<file path="src/rtl/cam_pkg.sv">
// Shared constants and types for the masked CAM.
// Default geometry: 32-bit entries, 32 entries.
package cam_pkg;
  localparam int CAM_DATA_WIDTH = 32;
  localparam int CAM_DEPTH_LOG2 = 5;

  typedef logic [CAM_DATA_WIDTH-1:0] cam_entry_t;
  typedef logic [CAM_DEPTH_LOG2-1:0] cam_index_t;
endpackage

</file>
<file path="src/rtl/cam_prio_enc.sv">
// Match-vector priority encoder: any hit, lowest hit index, more than one hit.
// Purely combinational; no flow control.
// No backpressure: result follows the match vector directly.
module cam_prio_enc #(
  parameter int IDX_W = 5
) (
  input  logic [(1<<IDX_W)-1:0] match,
  output logic                  any,
  output logic [IDX_W-1:0]      index,
  output logic                  multi
);
  localparam int N = 1 << IDX_W;

  // Scan from the top so the lowest set bit is the last assignment.
  always_comb begin
    index = '0;
    for (int i = N - 1; i >= 0; i--) begin
      if (match[i]) index = i[IDX_W-1:0];
    end
  end

  assign any   = |match;
  // Clearing the lowest set bit leaves something only when two or more were set.
  assign multi = |(match & (match - N'(1)));
endmodule

</file>
<file path="src/rtl/cam_masked.sv">
// Masked-search CAM with indexed read/write/invalidate and occupancy tracking.
// Read and search results are registered: 1-cycle latency.
// No backpressure: every request is accepted each cycle.
module cam_masked
  import cam_pkg::*;
#(
  parameter int DATA_WIDTH = CAM_DATA_WIDTH,
  parameter int DEPTH_LOG2 = CAM_DEPTH_LOG2
) (
  input  logic                  clk,
  input  logic                  reset_i,
  input  logic                  read_i,
  input  logic [DEPTH_LOG2-1:0] read_index_i,
  input  logic                  write_i,
  input  logic [DEPTH_LOG2-1:0] write_index_i,
  input  logic [DATA_WIDTH-1:0] write_data_i,
  input  logic                  inval_i,
  input  logic [DEPTH_LOG2-1:0] inval_index_i,
  input  logic                  search_i,
  input  logic [DATA_WIDTH-1:0] search_data_i,
  input  logic [DATA_WIDTH-1:0] search_mask_i,
  output logic                  read_valid_o,
  output logic [DATA_WIDTH-1:0] read_value_o,
  output logic                  search_valid_o,
  output logic [DEPTH_LOG2-1:0] search_index_o,
  output logic                  search_multi_o,
  output logic [DEPTH_LOG2:0]   occupancy_o,
  output logic                  full_o
);
  localparam int DEPTH = 1 << DEPTH_LOG2;
  localparam int CW    = DEPTH_LOG2 + 1;
  localparam logic [CW-1:0] FULL_CNT = CW'(DEPTH);

  logic [DATA_WIDTH-1:0] data_q [DEPTH];
  logic [DEPTH-1:0]      valid_q;
  logic [DEPTH-1:0]      match;
  logic                  same_idx, wr_en, occ_inc, occ_dec;
  logic                  hit_any, hit_multi;
  logic [DEPTH_LOG2-1:0] hit_index;

  // Invalidate beats a write to the same entry in the same cycle.
  assign same_idx = write_i && inval_i && (write_index_i == inval_index_i);
  assign wr_en    = write_i && !same_idx;
  assign occ_inc  = wr_en && !valid_q[write_index_i];
  assign occ_dec  = inval_i && valid_q[inval_index_i];

  always_ff @(posedge clk) begin
    if (wr_en) data_q[write_index_i] <= write_data_i;
  end

  always_ff @(posedge clk or negedge reset_i) begin
    if (!reset_i) begin
      valid_q     <= '0;
      occupancy_o <= '0;
    end else begin
      if (wr_en)   valid_q[write_index_i] <= 1'b1;
      if (inval_i) valid_q[inval_index_i] <= 1'b0;
      occupancy_o <= occupancy_o + CW'(occ_inc) - CW'(occ_dec);
    end
  end

  assign full_o = (occupancy_o == FULL_CNT);

  // Lookups use pre-update state, so same-cycle writes are not visible yet.
  always_comb begin
    match = '0;
    for (int e = 0; e < DEPTH; e++) begin
      match[e] = valid_q[e] && (((data_q[e] ^ search_data_i) & search_mask_i) == '0);
    end
  end

  cam_prio_enc #(.IDX_W(DEPTH_LOG2)) u_prio_enc (
    .match (match),
    .any   (hit_any),
    .index (hit_index),
    .multi (hit_multi)
  );

  always_ff @(posedge clk or negedge reset_i) begin
    if (!reset_i) begin
      read_valid_o   <= 1'b0;
      read_value_o   <= '0;
      search_valid_o <= 1'b0;
      search_index_o <= '0;
      search_multi_o <= 1'b0;
    end else begin
      read_valid_o <= read_i && valid_q[read_index_i];
      if (read_i) read_value_o <= valid_q[read_index_i] ? data_q[read_index_i] : '0;
      search_valid_o <= search_i && hit_any;
      search_index_o <= (search_i && hit_any) ? hit_index : '0;
      search_multi_o <= search_i && hit_multi;
    end
  end
endmodule

</file>
<file path="config.mk">
export PLATFORM = sky130hd
export DESIGN_NAME = cam_masked
export DESIGN_NICKNAME = d
export VERILOG_FILES = /design/src/rtl/cam_pkg.sv /design/src/rtl/cam_prio_enc.sv /design/src/rtl/cam_masked.sv
export SDC_FILE = /design/constraint.sdc
export NUM_CORES = 2
export LEC_CHECK = 0
export BUFFER_PORTS_ARGS = -buffer_cell sky130_fd_sc_hd__buf_2
export CAP_MARGIN = 25
export CORE_UTILIZATION = 50
export CTS_CLUSTER_DIAMETER = 40
export CTS_CLUSTER_SIZE = 10
export DETAILED_ROUTE_END_ITERATION = 6
export PLACE_DENSITY = 0.76
export SETUP_SLACK_MARGIN = 0.3
export SKIP_CTS_REPAIR_TIMING = 1
export SYNTH_ARGS = -nofsm -noshare
export SYNTH_HDL_FRONTEND = slang
export SYNTH_SLANG_ARGS = --single-unit
</file>
<file path="constraint.sdc">
create_clock -name clk -period 4.3 [get_ports clk]
set_clock_uncertainty 0.1 [all_clocks]
set_input_delay 0.215 -clock clk [delete_from_list [all_inputs] [get_ports clk]]
set_output_delay 0.215 -clock clk [all_outputs]
set_load 0.01 [all_outputs]
</file>
# Word level (Yosys, flattened, before mapping)
# Memories as Yosys holds them, arrays and structs flattened.
# Index checks and enable logic that the tools add are counted.
# op_classes
multipliers	0
n_div	0
reduce_logical	78
n_shift	0
n_eq_ne	2
addsub	3
n_lt_le_gt_ge	5
bitwise	68
n_mux	48
# op_table
cell	n
$and 32x32->32	34
$logic_not 32->1	32
$xor 32x32->32	32
$mux 5	33
$mux 32	3
$reduce_or 32->1	2
$logic_and 1x1->1	42
$not 32->32	1
$or 32x32->32	1
$sub 32x1->32 const B	1
$lt 5x6->1 const B	3
$bmux 1 s5	3
$demux 1 s5	2
$ge 5x1->1 const B	2
$mux 1	7
$add 6x1->6	1
$eq 6x6->1 const B	1
$sub 6x1->6	1
$eq 5x5->1	1
$logic_not 1->1	2
# totals
in_bits	117
ram_bits	1024
reg_bits	78
romBits	0
out_inout_bits	47
n_memories	1
latchBits	0
# memory_table
memory	words	word_bits	read_ports	rd_clocked_by_memory_dff	write_ports	line	text
data_q	32	32	33	0	1	cam_masked.sv:34	logic [DATA_WIDTH-1:0] data_q [DEPTH];

# Depth between registers and ports, before layout
# depth
word_depth	37
depth_mapped	17
depth_no_buf	16

# By module
# From an unflattened synthesis, not the netlist that was laid out.
# unflattened
hier_cells	4016
hier_area_um2	58622.5
# by_module_without_submodules
mod	area_per_inst_um2	cells_each	seq_area_each_um2	n_inst
cam_masked	57933.1	3900	32701.4	1
cam_prio_enc	689.4	116	0.0	1

# Worst setup path before layout
# Ideal clock, no wire load.
# synth_timing
path_type	in2reg
start	in inval_index_i[0]
end	reg occupancy_o[4]
setup_time_ns	0.122
required_time_ns	4.078
setup_slack_ns	1.088
arrival_ns	2.989
stages	15
path_cell_list	clkbuf_1 -> clkbuf_1 -> mux4_2 -> a22oi_1 -> a31oi_1 -> ha_1 -> inv_1 -> ha_1 -> inv_1 -> fa_1 -> inv_1 -> a21oi_1 -> nor2_1 -> nor2_1 -> xnor2_1
# synth_between
elab_chain_cells	7
word_cells_on_any_way	10
cone_classes	add/sub (2); eq/ne (1); mux (2); reduce/logical (5)
# synth_rtl
item	line	text
start, declared	cam_masked.sv:18	input logic [DEPTH_LOG2-1:0] inval_index_i,
$eq 5x5->1	cam_masked.sv:42	assign same_idx = write_i && inval_i && (write_index_i == inval_index_i);
$logic_and 1x1->1	cam_masked.sv:42	
$logic_not 1->1	cam_masked.sv:43	assign wr_en = write_i && !same_idx;
$logic_and 1x1->1	cam_masked.sv:43	
$logic_and 1x1->1	cam_masked.sv:44	assign occ_inc = wr_en && !valid_q[write_index_i];
$add 6x1->6	cam_masked.sv:58	occupancy_o <= occupancy_o + CW'(occ_inc) - CW'(occ_dec);
$sub 6x1->6 (*)	cam_masked.sv:58	
end signal, assigned	cam_masked.sv:58	
end, declared	cam_masked.sv:27	output logic [DEPTH_LOG2:0] occupancy_o,
# Every way passes the cells marked *; elsewhere a longest branch is shown, timed or not. The select of a mux whose other input is x is not followed.
# A chain may end at the register's enable or synchronous reset.

==> impl_metrics.py <==
metrics = {
    "power_and_ir_drop": {
        "switching_share": 0.275,
        "power_frac_clock": 0.445,
        "p_comb_frac": 0.138,
        "p_switching_mw": 8.21,
        "intPower_mw": 21.6,
        "p_per_area_mw_per_mm2": 439,
        "p_leak_nw": 24.2,
        "ir_drop_mv": 0.414,
        "p_seq_frac": 0.417,
    },
    "routing": {
        "met1_length_um": 88800,
        "wl_per_cell_um": 43.6,
        "first_pass_iters": 7,
        "vias": 42700,
        "highest_layer": "met5",
        "drc": 45,
        "dr_wl_met3_um": 45300,
        "wl_um": 253000,
        "vias_per_cell": 7.34,
        "dr.first_iter.drc_count": 9277,
        "drtAntennaViolNets": 0,
        "wl_met2_um": 102000,
    },
    "logic_synthesis": {
        "synth-seq-cells": 1102,
        "synth_xor_area_frac": 0.153,
        "synth_area_sq_mm": 0.0589,
        "ys.flop_type": "edfxtp_1",
        "yosysWarnings": 0,
        "synth_area_leaders": "edfxtp_1 (52%), xor2_1 (15%), mux4_2 (13%)",
        "yosys-mux-area-fraction": 0.138,
        "synth_area_leader_cell": "edfxtp_1",
        "syn_inst": 3862,
        "ys_types": 72,
        "ys_seq_area_frac": 0.555,
        "synth_area_per_cell_sq_um": 15.3,
        "synth_top_family_by_area": "XOR/XNOR gates",
        "synth_compound_area_frac": 0.0812,
        "ys_async_sr_fraction": 0.0708,
        "synth_top_area_frac": 0.522,
        "synth-simple-area-share": 0.0318,
        "mappedNetlistNets": 3988,
        "synth_edf_count": 1024,
        "synth-adder-area-share": 0.00257,
    },
    "setup_path": {
        "r2r-end": "search_multi_o$_DFF_PN0_",
        "worstSetupPathType": "flop to flop",
        "reg2regPathDepth": 13,
        "path_delay_family": "simple AND/OR/NAND/NOR gates",
        "r2r-start": "data_q[12][4]$_DFFE_PP_",
        "r2r_slack_ns": 0.30,
        "cp.buffers_inverters": 0,
        "slowest_delay_ns": 0.60,
        "cp-end-kind": "flop",
        "start_kind": "flop",
        "cp_slowest_cell": "or4_4",
        "crit_fanout": 5,
        "crit_chain": "xor2_1 -> a22o_1 -> a221oi_1 -> nand3_1 -> or4_4 -> and3_4 -> and2_4 -> nand3_2 -> nor3_2 -> and2_1 -> maj3_2 -> a21oi_1 -> o31a_1",
        "cp.required_ns": 4.92,
        "worst_ep_arrival_time_ns": 4.62,
    },
    "cts": {
        "clock_latency_ns": 0.79,
        "clk_path_buf_depth": 3,
        "htreeDepth": 4,
        "cts_tree": "yes",
        "clock-sinks": 1102,
        "clk_pin_slew_ns": 0.06,
        "cts-root-buf": "clkbuf_16",
        "cts_buffers": 160,
    },
    "floorplanning": {
        "initial_core_util": 0.506,
        "core-area_sq_mm": 0.117,
        "rows": 125,
        "die_area_sq_mm": 0.119,
        "fp.dieW_um": 345,
        "dieHeight_um": 345,
        "num_io_pins": 164,
    },
    "finish": {
        "drive_gt1_frac": 0.249,
        "syn_to_final_growth_pct": 15.2,
        "n_fill_cell": 8791,
        "layout.nets": 4273,
        "utilization": 0.583,
    },
    "place": {
        "gp_congestion": 1.17,
        "pre_cts_ws_ns": 0.0573,
        "numPortBuffers": 163,
        "dp_hpwl_um": 183000,
    },
    "sta": {
        "finalCriticalPeriod_ns": 4.00,
        "max_freq_mhz": 250,
        "slew_viol_final": 0,
        "fin_tns_setup_ns": 0,
        "hold-worst-slack_ns": -0.0466,
        "setup_viol": 0,
        "rsz0062_at_grt": "no",
        "tightest_slew_ns": 1.11,
        "fin_ws_ns": 0.298,
        "period_share": 0.931,
        "slew_headroom": 0.259,
        "hold_viol": 39,
    },
    "hold_path": {
        "hold_path_class": "primary input to asynchronous set/reset pin",
    },
    "grt": {
        "grt_pass1_vias": 39700,
        "grt_pass1_wl_um": 339000,
        "grt_usage": 0.419,
        "grt_max_degree": 55,
        "antenna_found_initial": 38,
        "grt_overflow": 0,
    },
    "status": {
        "status": "complete, but fails checks",
        "failed_checks": "DRC, hold timing",
    },
    "job": {
        "cap_violations": 0,
    },
}
flip-flops by register name (all words and copies together), names as in the netlist:
register	count
search_index_o	5
search_multi_o	1
occupancy_o	6
data_q	1024
read_value_o	32
search_valid_o	1
valid_q	32
read_valid_o	1
power by group through the flow:
stage	clock [mW]	sequential (mW)	combinational, mW
2_1_floorplan	0	12.5	2.14
5_1_grt	13.7	12.4	4.13
3_5_place_dp	0	12.6	3.84
3_3_place_gp	0	12.6	3.81
4_1_cts	13.2	12.4	3.87
6_report	13.3	12.5	4.11
final cells by class:
type	count	area [sq um]	share of cell area
repair buffers	445	3420	0.0503
clock buffers	198	4240	0.0624
flip-flops and latches	1102	32700	0.482
multi-input cells	2383	24300	0.357
diodes	17	42.5	0.000626
well taps	1524	1910	0.0281
clock inverters	91	1130	0.0167
inverters	55	206	0.00304
metal layers:
layer	vias to the layer above	global-route usage
met3	813	0.198
met4	32	0.204
met2	4371	0.575
met1	21700	0.556
met5	-	0
li1	15800	-
cells in the mapped netlist (5+ instances only):
| cell type | count |
|---|---|
| nand3_1 | 56 |
| a22oi_1 | 270 |
| xor2_1 | 1029 |
| buf_12 | 5 |
| buf_6 | 70 |
| buf_1 | 40 |
| nor3b_1 | 5 |
| nor2_1 | 64 |
| nor3_1 | 15 |
| mux4_2 | 346 |
| inv_1 | 54 |
| ha_1 | 8 |
| mux2i_1 | 32 |
| o21ai_1 | 5 |
| a31oi_1 | 6 |
| or4_4 | 9 |
| buf_4 | 29 |
| edfxtp_1 | 1024 |
| o21ai_0 | 11 |
| a221oi_1 | 84 |
| nand2_1 | 70 |
| a222oi_1 | 32 |
| a21oi_1 | 30 |
| clkbuf_1 | 111 |
| or4_1 | 12 |
| a22o_1 | 90 |
| a221oi_2 | 9 |
| nand4_1 | 81 |
| dfrtp_1 | 78 |
| o22ai_1 | 35 |
| o22a_1 | 12 |
| and3_1 | 8 |
| buf_2 | 65 |
kinds of logic (layout without fill, tap and decap cells):
| group | count (synthesis) | in the layout |
|---|---|---|
| DFF | 1102 | 1102 |
| xor gates and xnor gates | 1033 | 1033 |
| AOI/OAI and AO/OA | 606 | 606 |
| muxes | 381 | 381 |
| buffers and inverters | 377 | 789 |
| and+or+nand+nor | 351 | 351 |
| adders and majority gates | 12 | 12 |
| other | 0 | 17 |
placed cells by master (no fill, tap or decap), types with 54 or more instances in the layout:
master	instances
dfrtp_1	78
mux4_2	346
xor2_1	1029
nand4_1	81
nand2_1	69
edfxtp_1	1024
a22o_1	90
buf_4	215
a22oi_1	269
buf_2	158
nand3_1	56
a221oi_1	84
clkbuf_16	161
inv_1	54
how the worst max path moves through the flow:
stage                                   from                     endpoint  slack, ns  cells after the start
floorplan                   inval_index_i[0]     occupancy_o[4]$_DFF_PN0_       1.09                     15
global placement           search_data_i[20]  search_index_o[4]$_DFF_PN0_      0.007                     12
finish               data_q[12][4]$_DFFE_PP_     search_multi_o$_DFF_PN0_       0.30                     13
detailed placement         search_data_i[20]  search_index_o[4]$_DFF_PN0_       0.06                     12
CTS                 data_q[21][20]$_DFFE_PP_  search_index_o[4]$_DFF_PN0_       0.40                     10
global route         data_q[12][4]$_DFFE_PP_     search_multi_o$_DFF_PN0_       0.34                     13
stage by stage:
step,cells,cell area [sq um],power (mW)
3_5_place_dp,5468,62100,16.5
3_3_place_gp,5468,62100,16.4
6_report,5815,67900,29.8
4_1_cts,5757,67400,29.5
5_1_grt,5801,67900,30.3
2_1_floorplan,3862,58900,14.6
Power figures use the tool's default switching activity.
